File: src/rtl/arb_mux.sv
// arb_mux: N-input arbitrating mux with one registered output beat.
// Round-robin or fixed-priority grant, valid/ready on every side.
module arb_mux #(
  parameter int DATA_WIDTH = 64,
  parameter int N_IN       = 4,
  parameter int SEL_W      = $clog2(N_IN),
  parameter bit RR_MODE    = 1'b1
) (
  input  logic                       clk,
  input  logic                       rst_n,
  input  logic [N_IN*DATA_WIDTH-1:0] in_data,
  input  logic [N_IN-1:0]            in_valid,
  output logic [N_IN-1:0]            in_ready,
  output logic [DATA_WIDTH-1:0]      out_data,
  output logic [SEL_W-1:0]           out_sel,
  output logic                       out_valid,
  input  logic                       out_ready
);

  logic [SEL_W-1:0]      last_grant;
  logic [SEL_W-1:0]      grant;
  logic [SEL_W:0]        idx;
  logic                  found;
  logic                  load_en;
  logic                  xfer;
  logic [DATA_WIDTH-1:0] sel_data;
  logic [N_IN-1:0]       one;

  assign load_en = !out_valid || out_ready;
  assign one     = {{(N_IN-1){1'b0}}, 1'b1};

  // Pick the winning channel among those currently requesting.
  always_comb begin
    grant = '0;
    idx   = '0;
    found = 1'b0;
    if (RR_MODE) begin
      for (int k = 1; k <= N_IN; k++) begin
        idx = {1'b0, last_grant} + (SEL_W+1)'(k);
        if (idx >= (SEL_W+1)'(N_IN))
          idx = idx - (SEL_W+1)'(N_IN);
        if (!found && in_valid[idx[SEL_W-1:0]]) begin
          grant = idx[SEL_W-1:0];
          found = 1'b1;
        end
      end
    end else begin
      for (int i = N_IN-1; i >= 0; i--) begin
        if (in_valid[i]) begin
          grant = SEL_W'(i);
          found = 1'b1;
        end
      end
    end
  end

  // Accept strobe goes only to the granted channel, when we can load.
  always_comb begin
    in_ready = '0;
    if (load_en && found)
      in_ready = one << grant;
  end

  assign xfer = load_en && found;

  // Route the granted channel's data to the output register input.
  always_comb begin
    sel_data = '0;
    for (int i = 0; i < N_IN; i++) begin
      if (grant == SEL_W'(i))
        sel_data = in_data[i*DATA_WIDTH +: DATA_WIDTH];
    end
  end

  // Output register: load on input transfer, empty on a bare drain.
  always_ff @(posedge clk or negedge rst_n) begin
    if (!rst_n) begin
      out_data  <= '0;
      out_sel   <= '0;
      out_valid <= 1'b0;
    end else if (xfer) begin
      out_data  <= sel_data;
      out_sel   <= grant;
      out_valid <= 1'b1;
    end else if (out_ready) begin
      out_valid <= 1'b0;
    end
  end

  // Remember the last winner so round-robin resumes after it.
  always_ff @(posedge clk or negedge rst_n) begin
    if (!rst_n)
      last_grant <= SEL_W'(N_IN-1);
    else if (xfer && RR_MODE)
      last_grant <= grant;
  end

endmodule

File: config.mk
export PLATFORM = sky130hd
export DESIGN_NAME = arb_mux
export DESIGN_NICKNAME = d
export VERILOG_FILES = /design/src/rtl/arb_mux.sv
export SDC_FILE = /design/constraint.sdc
export NUM_CORES = 1
export LEC_CHECK = 0
export ABC_AREA = 0
export CORE_AREA = 2 2 131 133
export DETAILED_ROUTE_END_ITERATION = 12
export DIE_AREA = 0 0 133 135
export GPL_TIMING_DRIVEN = 0
export PLACE_DENSITY = 0.73
export SKIP_CTS_REPAIR_TIMING = 1
export SLEW_MARGIN = 20
export SYNTH_ARGS = -nofsm -noshare
export SYNTH_HDL_FRONTEND = slang
export SYNTH_SLANG_ARGS = --single-unit
File: constraint.sdc
create_clock -name clk -period 4.85 [get_ports clk]
set_input_delay 0.97 -clock clk [delete_from_list [all_inputs] [get_ports clk]]
set_output_delay 0.97 -clock clk [all_outputs]
set_load 0.01 [all_outputs]
==> metrics.log, run 1 <==
[metrics] final worst path period share: 93.5%
[metrics] wire length of the first global-routing pass: 26,800 um
[metrics] post-route setup slack: 0.317 ns
[metrics] clock-pin transition on the worst setup and hold timing paths: 0.05 ns
[metrics] Slew @ Worst Pin: 0.721 ns
[metrics] number of ports placed on the die boundary: 334
[metrics] Synth Instances: 399
[metrics] Synth Flop Type: sky130_fd_sc_hd__dfrtp_1
[metrics] routed length per placed instance: 18.0 um
[metrics] clock latency of the later-clocked register in the worst-skew pair: 0.33 ns
[metrics] final critical delay including setup and external delays: 4.53 ns
[metrics] layout cell share with drive strength beyond 1: 5.89%
[metrics] starting utilization of the core area: 25.9%
[metrics] start-to-end type of the worst setup path: input port to output port
[metrics] number of slew-limit violations in the final report: 0
[metrics] f_max: 0.221 GHz
[metrics] top post-synthesis cells by area: sky130_fd_sc_hd__dfrtp_1, sky130_fd_sc_hd__mux2i_1, sky130_fd_sc_hd__o221ai_1
[metrics] number of CTS-inserted buffers: 9
[metrics] Simple-Gate Fraction of Synth Area: 7.99%
[metrics] number of enable flip-flop cells after synthesis: 0
[metrics] result of the run: finished clean
[metrics] root buf cell: sky130_fd_sc_hd__clkbuf_16
[metrics] Seq/Total Area, Yosys: 40.8%
[metrics] number of storage elements in the synthesis netlist: 69
[metrics] dominant combinational cell family by area after synthesis: multiplexers
[metrics] via total after detailed routing: 4,503
[metrics] post-route insts no fill: 967
[metrics] max-slew headroom at the worst pin: 52.0%
[metrics] DRC violation count after routing: 0
[metrics] HPWL reported at the end of detailed placement: 14,200 um
[metrics] peak supply drop: 168 uV
[metrics] leading cell type in the layout, fill and taps excluded: sky130_fd_sc_hd__clkdlybuf4s50_1
[metrics] floorplan die width: 133 um
[metrics] Die Outline Area: 18,000 sq um
[metrics] area of the core: 16,400 sq um
[metrics] final RePlAce weighted congestion: 0.784
[metrics] nets in the synthesized netlist: 662
[metrics] setup repair after global routing missed its margin: no
[metrics] DRT Pass-1 Iters: 4
[metrics] total number of yosys warnings: 0
[metrics] final setup TNS: 0 ns
[metrics] number of global-route vias before repair: 4,754
[metrics] Area Growth Syn to Fin: 92.3%
[metrics] xor and xnor fraction of the mapped netlist area: 0%
[metrics] post-synth top area share: 39.5%
[metrics] chip height: 135 um
[metrics] final setup violating endpoints: 0
[metrics] Diodes inserted: 0
[metrics] final layout net count: 1,007
[metrics] fill cell count: 1,532
[metrics] buffer depth of the longest clock path: 2
[metrics] post-synth design cell area: 4240 sq um
[metrics] IO Port Bufs: 333
[metrics] maximum fanout along the worst path: 10
[metrics] post-synthesis share of cell area spent on full adders, half adders and majority gates: 0%
[metrics] count of different cell masters after synthesis: 22
[metrics] share of the synthesized area in compound gates (AO/OA/AOI/OAI): 14.6%
[metrics] area taken by multi-input logic gates: 2260 sq um
[metrics] Data arrival, critical path: 3.56 ns
[metrics] Antenna Violating Nets Remaining: 0
[metrics] Seq. cell area: 1730 sq um
[metrics] Total GRT Usage: 19.4%
[metrics] clock tree from TritonCTS: done
[metrics] MaxCap Viol Count: 0
[metrics] category of the worst setup path capture point: output port
[metrics] final routed wirelength across all metal layers: 17,400 um
[metrics] H-tree depth reported by CTS: 3
[metrics] Vias per Instance: 4.66
[metrics] CP required: 3.88 ns
[metrics] row cnt: 47
[metrics] Worst setup SP type: input port
[metrics] Post-Route Skew: 0.00902 ns
[metrics] Setup WS pre-CTS: 0.0849 ns
[metrics] Post-Syn Area per Cell: 10.6 sq um
[metrics] worst hold path type: register to register
[metrics] commonest non-fill, non-tap cells in the layout: sky130_fd_sc_hd__clkdlybuf4s50_1, sky130_fd_sc_hd__mux2i_1, sky130_fd_sc_hd__nand2_1
[metrics] antenna violations before repair: 0
[metrics] final global-route overflow total: 0
[metrics] cell type contributing the most total cell area after synthesis: sky130_fd_sc_hd__dfrtp_1
[metrics] Hold Fails Final Rpt: 0
[metrics] placed cells: 953
[metrics] proportion of synthesized area in mux cells: 30.4%
[metrics] largest net degree at the start of global routing: 37
[metrics] TritonCTS Sinks: 69
[metrics] Design Power: 2.77 mW
[metrics] initial detailed-routing violation count: 129
[metrics] pwr dens: 339 nW/um^2
[metrics] worst hold-check slack: 0.481 ns
[metrics] static power due to leakage: 3.51 nW
[metrics] share of async-settable or async-resettable flops after synthesis: 100%
==> routing by layer <==
metal / vias up / GRT usage, % / part of all wire (%)
li1: 2207 / - / -
met5: - / 0 / 0
met2: 195 / 33.4 / 50
met3: 19 / 5.18 / 7.1
met4: 0 / 6.63 / 2.0
met1: 2082 / 23.7 / 41
==> final timing paths <==
kind / start / endpoint / slack (ns) / depth (start not counted)
min reg2reg: out_data[5] / out_data[5] / 0.48 / 2
max: in_valid[3] / in_ready[2] / 0.32 / 9
max in group asynchronous: rst_n / out_data[6] / 3.69 / 2
min in group asynchronous: rst_n / out_data[34] / 0.59 / 1
min: out_data[5] / out_data[5] / 0.48 / 2
max reg2reg: last_grant[1] / out_data[8] / 2.50 / 9
==> kinds of logic after synthesis <==
logic type | after synthesis
AND/OR/NAND/NOR | 86
multiplexers | 129
AO/OA/AOI/OAI | 73
buffers and inverters | 42
flip-flops | 69
==> state kept, by name (all words and copies together), names as in the netlist <==
name,count
out_sel,2
last_grant,2
out_valid,1
out_data,64
==> synth_stat cells, types with 2 or more instances <==
| cell type | n |
|---|---|
| sky130_fd_sc_hd__a21oi_1 | 3 |
| sky130_fd_sc_hd__buf_2 | 13 |
| sky130_fd_sc_hd__buf_6 | 12 |
| sky130_fd_sc_hd__clkbuf_1 | 13 |
| sky130_fd_sc_hd__dfrtp_1 | 67 |
| sky130_fd_sc_hd__dfstp_2 | 2 |
| sky130_fd_sc_hd__inv_1 | 4 |
| sky130_fd_sc_hd__mux2i_1 | 129 |
| sky130_fd_sc_hd__nand2_1 | 72 |
| sky130_fd_sc_hd__nor2_1 | 8 |
| sky130_fd_sc_hd__o221ai_1 | 64 |
| sky130_fd_sc_hd__o22ai_1 | 2 |
==> final cells by class <==
| class | instances | share of cell area, % |
|---|---|---|
| Multi-Input combinational cell | 288 | 27.6 |
| Inverter | 4 | 0.184 |
| Tap cell | 220 | 3.37 |
| Clock buffer | 13 | 3.43 |
| Buffer | 38 | 3.05 |
| Sequential cell | 69 | 21.2 |
| Timing Repair Buffer | 334 | 41.1 |
| Clock inverter | 1 | 0.0613 |
==> report_power, final <==
group	internal, mW	switching [mW]
combinational	0.750	0.561
sequential	0.738	0.0862
clock	0.396	0.240
==> metrics by stage <==
stage	utilization [%]	cell area, sq um
2_1_floorplan	-	4240
3_3_place_gp	47.9	7850
3_5_place_dp	48.0	7870
4_1_cts	49.7	8150
5_1_grt	49.7	8160
6_report	49.7	8160
==> worst max-delay path: stages <==
cell                              delay [ns]
sky130_fd_sc_hd__clkdlybuf4s50_1        0.52
sky130_fd_sc_hd__nor4_2                 0.40
sky130_fd_sc_hd__a21oi_1                0.14
sky130_fd_sc_hd__nand2b_1               0.10
sky130_fd_sc_hd__clkbuf_1               0.26
sky130_fd_sc_hd__buf_2                  0.30
sky130_fd_sc_hd__buf_2                  0.31
sky130_fd_sc_hd__nor2_1                 0.06
sky130_fd_sc_hd__clkdlybuf4s50_1        0.50
Note: power is estimated with default switching activity, not from simulation.
==> inputs of run 2 (changes only) <==
--- a/config.mk
+++ b/config.mk
@@ -9,7 +9,7 @@
 export CORE_AREA = 2 2 131 133
 export DETAILED_ROUTE_END_ITERATION = 12
 export DIE_AREA = 0 0 133 135
-export GPL_TIMING_DRIVEN = 0
+export GPL_TIMING_DRIVEN = 1
 export PLACE_DENSITY = 0.73
 export SKIP_CTS_REPAIR_TIMING = 1
 export SLEW_MARGIN = 20
==> metrics.log, run 2 (synthesis results as in run 1) <==
[metrics] CP required: 3.88 ns
[metrics] number of slew-limit violations in the final report: 0
[metrics] placed cells: 920
[metrics] peak supply drop: 278 uV
[metrics] HPWL reported at the end of detailed placement: 12,100 um
[metrics] initial detailed-routing violation count: 111
[metrics] row cnt: 47
[metrics] category of the worst setup path capture point: output port
[metrics] number of global-route vias before repair: 4,703
[metrics] Hold Fails Final Rpt: 0
[metrics] DRC violation count after routing: 0
[metrics] TritonCTS Sinks: 69
[metrics] layout cell share with drive strength beyond 1: 4.05%
[metrics] Diodes inserted: 0
[metrics] final routed wirelength across all metal layers: 16,200 um
[metrics] max-slew headroom at the worst pin: 30.2%
[metrics] final cell area excluding filler cells: 7990 sq um
[metrics] Die Outline Area: 18,000 sq um
[metrics] number of CTS-inserted buffers: 9
[metrics] pwr dens: 347 nW/um^2
[metrics] DRT Pass-1 Iters: 4
[metrics] Design Power: 2.77 mW
[metrics] area of the core: 16,400 sq um
[metrics] MaxCap Viol Count: 0
[metrics] final setup violating endpoints: 0
[metrics] post-route insts no fill: 936
[metrics] Data arrival, critical path: 2.94 ns
[metrics] final worst path period share: 80.6%
[metrics] register with the most flip-flops: out_data
[metrics] clock tree from TritonCTS: done
[metrics] final global-route overflow total: 0
[metrics] result of the run: finished clean
[metrics] Antenna Violating Nets Remaining: 0
[metrics] commonest non-fill, non-tap cells in the layout: sky130_fd_sc_hd__clkdlybuf4s50_1, sky130_fd_sc_hd__mux2i_1, sky130_fd_sc_hd__nand2_1
[metrics] final critical delay including setup and external delays: 3.91 ns
[metrics] via total after detailed routing: 4,384
[metrics] clock-pin transition on the worst setup and hold timing paths: 0.05 ns
[metrics] final setup TNS: 0 ns
[metrics] f_max: 0.256 GHz
[metrics] worst hold path type: register to register
[metrics] final layout net count: 974
[metrics] start-to-end type of the worst setup path: input port to output port
[metrics] root buf cell: sky130_fd_sc_hd__clkbuf_16
[metrics] static power due to leakage: 3.41 nW
[metrics] leading cell type in the layout, fill and taps excluded: sky130_fd_sc_hd__clkdlybuf4s50_1
[metrics] largest net degree at the start of global routing: 129
[metrics] Total GRT Usage: 17.9%
[metrics] number of flip-flops under the largest register name: 64
[metrics] wire length of the first global-routing pass: 25,200 um
[metrics] clock latency of the later-clocked register in the worst-skew pair: 0.33 ns
[metrics] chip height: 135 um
[metrics] routed length per placed instance: 17.3 um
[metrics] registers with the highest flip-flop counts: out_data (64), last_grant (2), out_sel (2)
[metrics] floorplan die width: 133 um
[metrics] Post-Route Skew: 0.00672 ns
[metrics] IO Port Bufs: 333
[metrics] maximum fanout along the worst path: 6
[metrics] Worst setup SP type: input port
[metrics] buffer depth of the longest clock path: 2
[metrics] setup repair after global routing missed its margin: no
[metrics] final RePlAce weighted congestion: 0.802
[metrics] starting utilization of the core area: 25.9%
[metrics] Slew @ Worst Pin: 1.05 ns
[metrics] Vias per Instance: 4.68
[metrics] placed instance area: 7680 sq um
[metrics] H-tree depth reported by CTS: 3
[metrics] number of ports placed on the die boundary: 334
[metrics] Area Growth Syn to Fin: 88.4%
[metrics] antenna violations before repair: 0
## run 2: cell types whose count changed in the layout (fill, tap and decap cells not counted), sizes merged
cell / before / now
buf: 27 / 7
bufinv: 0 / 2
clkbuf: 26 / 9
clkinv: 1 / 3
clkinvlp: 0 / 2
## run 2: per-stage QoR
stage          setup slack [ns]  util, %  hold WS [ns]
5_1_grt                   0.886     48.7         0.499
2_1_floorplan              1.71        -         0.505
4_1_cts                   0.941     48.7         0.483
6_report                  0.939     48.7         0.478
3_5_place_dp              0.962     46.8         0.469
3_3_place_gp               1.02     46.8         0.458
## run 2: layer usage
metal | vias to the layer above | global-route usage [%] | wire [um]
met5 | - | 0 | 0
met2 | 197 | 30.3 | 8040
li1 | 2134 | - | -
met4 | 0 | 7.05 | 356
met1 | 2030 | 21.6 | 6480
met3 | 23 | 5.22 | 1290
## run 2: final timing paths
kind                            depth (start not counted)      endpoint     startpoint  slack (ns)
min in group asynchronous                               1  out_data[45]          rst_n        0.77
worst max-delay path                                    6   in_ready[2]    in_valid[3]        0.94
worst max register to register                          6  out_data[17]  last_grant[1]        2.28
worst min-delay path                                    2    out_sel[1]     out_sel[1]        0.48
worst min register to register                          2    out_sel[1]     out_sel[1]        0.48
max in group asynchronous                               1  out_data[10]          rst_n        3.47
## run 2: cell type report
type	instances	area, sq um
Fill cell	1505	8410
Clock buffer	9	225
Inverter	4	15.0
Timing Repair Buffer	339	3400
Tap cell	220	275
Sequential cell	69	1730
Multi-Input combinational cell	288	2260
Clock inverter	7	90.1
## run 2: worst max-delay path, stage by stage
cell	delay, ns
sky130_fd_sc_hd__clkdlybuf4s50_1	0.51
sky130_fd_sc_hd__nor4_1	0.53
sky130_fd_sc_hd__a21oi_1	0.19
sky130_fd_sc_hd__nand2b_2	0.15
sky130_fd_sc_hd__nor2_1	0.05
sky130_fd_sc_hd__clkdlybuf4s50_1	0.54
## run 2: power breakdown
group / internal, mW / switching (mW) / total, mW
clock: 0.447 / 0.258 / 0.706
combinational: 0.717 / 0.522 / 1.24
sequential: 0.738 / 0.0883 / 0.826
==> inputs of run 3 (changes only) <==
--- a/config.mk
+++ b/config.mk
@@ -10,7 +10,7 @@
 export DETAILED_ROUTE_END_ITERATION = 12
 export DIE_AREA = 0 0 133 135
 export GPL_TIMING_DRIVEN = 1
-export PLACE_DENSITY = 0.73
+export PLACE_DENSITY = 0.75
 export SKIP_CTS_REPAIR_TIMING = 1
 export SLEW_MARGIN = 20
 export SYNTH_ARGS = -nofsm -noshare
==> constraint.sdc (replaced) <==
create_clock -name clk -period 3.4 [get_ports clk]
set_input_delay 0.68 -clock clk [delete_from_list [all_inputs] [get_ports clk]]
set_output_delay 0.68 -clock clk [all_outputs]
set_load 0.01 [all_outputs]
==> metrics.log, run 3 (synthesis results as in run 1) <==
[metrics] result of the run: finished clean
[metrics] Diodes inserted: 0
[metrics] final setup TNS: 0 ns
[metrics] peak supply drop: 322 uV
[metrics] Setup WS pre-CTS: 0.133 ns
[metrics] slowest CP cell: sky130_fd_sc_hd__clkdlybuf4s50_1
[metrics] number of flip-flops under the largest register name: 64
[metrics] worst hold path type: register to register
[metrics] pwr dens: 489 nW/um^2
[metrics] post-route setup slack: 0.136 ns
[metrics] Post-Route Skew: 0.00971 ns
[metrics] Vias per Instance: 4.77
[metrics] f_max: 0.306 GHz
[metrics] start-to-end type of the worst setup path: input port to output port
[metrics] number of ports placed on the die boundary: 334
[metrics] number of global-route vias before repair: 4,671
[metrics] area of the core: 16,400 sq um
[metrics] DRT Pass-1 Iters: 4
[metrics] static power due to leakage: 3.45 nW
[metrics] wire length of the first global-routing pass: 25,300 um
[metrics] routed length per placed instance: 17.3 um
[metrics] initial detailed-routing violation count: 148
[metrics] Worst setup SP type: input port
[metrics] IO Port Bufs: 333
[metrics] final critical delay including setup and external delays: 3.26 ns
[metrics] floorplan die width: 133 um
[metrics] final worst path period share: 96.0%
[metrics] layout cell share with drive strength beyond 1: 4.32%
[metrics] leading cell type in the layout, fill and taps excluded: sky130_fd_sc_hd__clkdlybuf4s50_1
[metrics] via total after detailed routing: 4,470
[metrics] CP required: 2.72 ns
[metrics] number of CTS-inserted buffers: 9
[metrics] critical-path cell list: clkdlybuf4s50_1 > mux2i_1 > o21ai_1 > a311o_2 > nor2_1 > clkdlybuf4s50_1
[metrics] most prevalent standard cell on the critical path: sky130_fd_sc_hd__clkdlybuf4s50_1
[metrics] final setup violating endpoints: 0
[metrics] largest net degree at the start of global routing: 73
[metrics] Slew @ Worst Pin: 0.930 ns
[metrics] Area Growth Syn to Fin: 88.7%
[metrics] final routed wirelength across all metal layers: 16,200 um
[metrics] starting utilization of the core area: 25.9%
[metrics] buffer depth of the longest clock path: 2
[metrics] Die Outline Area: 18,000 sq um
[metrics] final layout net count: 976
[metrics] HPWL reported at the end of detailed placement: 12,600 um
[metrics] category of the worst setup path capture point: output port
[metrics] antenna violations before repair: 0
[metrics] TritonCTS Sinks: 69
[metrics] Data arrival, critical path: 2.58 ns
[metrics] MaxCap Viol Count: 0
[metrics] register with the most flip-flops: out_data
[metrics] H-tree depth reported by CTS: 3
[metrics] root buf cell: sky130_fd_sc_hd__clkbuf_16
[metrics] maximum fanout along the worst path: 6
[metrics] Total GRT Usage: 17.9%
[metrics] Antenna Violating Nets Remaining: 0
[metrics] clock tree from TritonCTS: done
[metrics] commonest non-fill, non-tap cells in the layout: sky130_fd_sc_hd__clkdlybuf4s50_1, sky130_fd_sc_hd__mux2i_1, sky130_fd_sc_hd__nand2_1
[metrics] row cnt: 47
[metrics] fill cell count: 1,515
[metrics] CP max stage delay: 0.59 ns
[metrics] registers with the highest flip-flop counts: out_data (64), last_grant (2), out_sel (2)
[metrics] setup repair after global routing missed its margin: no
[metrics] chip height: 135 um
[metrics] Hold Fails Final Rpt: 0
[metrics] number of slew-limit violations in the final report: 0
[metrics] final global-route overflow total: 0
[metrics] max-slew headroom at the worst pin: 38.0%
[metrics] clock latency of the later-clocked register in the worst-skew pair: 0.33 ns
[metrics] final RePlAce weighted congestion: 0.815
[metrics] DRC violation count after routing: 0
[metrics] clock-pin transition on the worst setup and hold timing paths: 0.06 ns
[run 3: changes by cell type in the layout (fill, tap and decap cells not counted)]
cell                              delta
sky130_fd_sc_hd__buf_4               +2
sky130_fd_sc_hd__clkbuf_8            +2
sky130_fd_sc_hd__clkdlybuf4s50_1     -2
sky130_fd_sc_hd__dlymetal6s2s_1      +2
sky130_fd_sc_hd__bufinv_16           -1
sky130_fd_sc_hd__clkbuf_1            +1
sky130_fd_sc_hd__clkinv_2            -1
sky130_fd_sc_hd__clkinvlp_4          -1
sky130_fd_sc_hd__nor4_1              -1
sky130_fd_sc_hd__nor4_2              +1
[run 3: final cells by class]
type                    instances  area, sq um  share of cell area (%)
clock buffers                  12          256                    3.20
clock inverters                 4         47.5                   0.594
inverters                       4         15.0                   0.188
multi-input cells             288         2260                    28.3
flip-flops and latches         69         1730                    21.6
well taps                     220          275                    3.44
repair buffers                341         3420                    42.7
[run 3: critical path: cells and delay by family]
kind                   cells  cell delay, ns
AO/OA/AOI/OAI              2            0.50
buffers and inverters      2            1.10
AND/OR/NAND/NOR            1            0.11
multiplexers               1            0.19
[run 3: worst paths after layout]
check / slack [ns] / endpoint / start / cells after the start
worst max-delay path: 0.14 / in_ready[0] / in_valid[3] / 6
max in group asynchronous: 2.30 / out_data[17] / rst_n / 1
worst min-delay path: 0.47 / out_sel[1] / out_sel[1] / 2
min in group asynchronous: 0.49 / out_data[56] / rst_n / 1
worst min register to register: 0.47 / out_sel[1] / out_sel[1] / 2
worst max register to register: 1.15 / out_data[41] / last_grant[1] / 6
[run 3: layer usage]
metal	vias up	part of all wire (%)	global-route usage [%]
li1	2138	-	-
met2	218	49	29.9
met5	-	0	0
met1	2081	40	21.4
met3	33	8.0	5.11
met4	0	3.1	8.12
[run 3: per-stage QoR]
step / power [mW] / cells / util (%) / hold slack, ns / area [sq um]
3_5_place_dp: 2.97 / 922 / 46.9 / 0.463 / 7690
2_1_floorplan: 2.04 / 399 / - / 0.384 / 4240
6_report: 3.91 / 938 / 48.8 / 0.473 / 8010
5_1_grt: 4.13 / 938 / 48.8 / 0.502 / 8010
4_1_cts: 3.96 / 938 / 48.7 / 0.478 / 8000
3_3_place_gp: 2.96 / 922 / 46.9 / 0.458 / 7690
[run 3: where the power goes]
part	switching, mW	leakage (nW)	internal (mW)
registers	0.131	0.839	1.05
logic	0.747	2.46	1.02
clock network	0.357	0.149	0.606
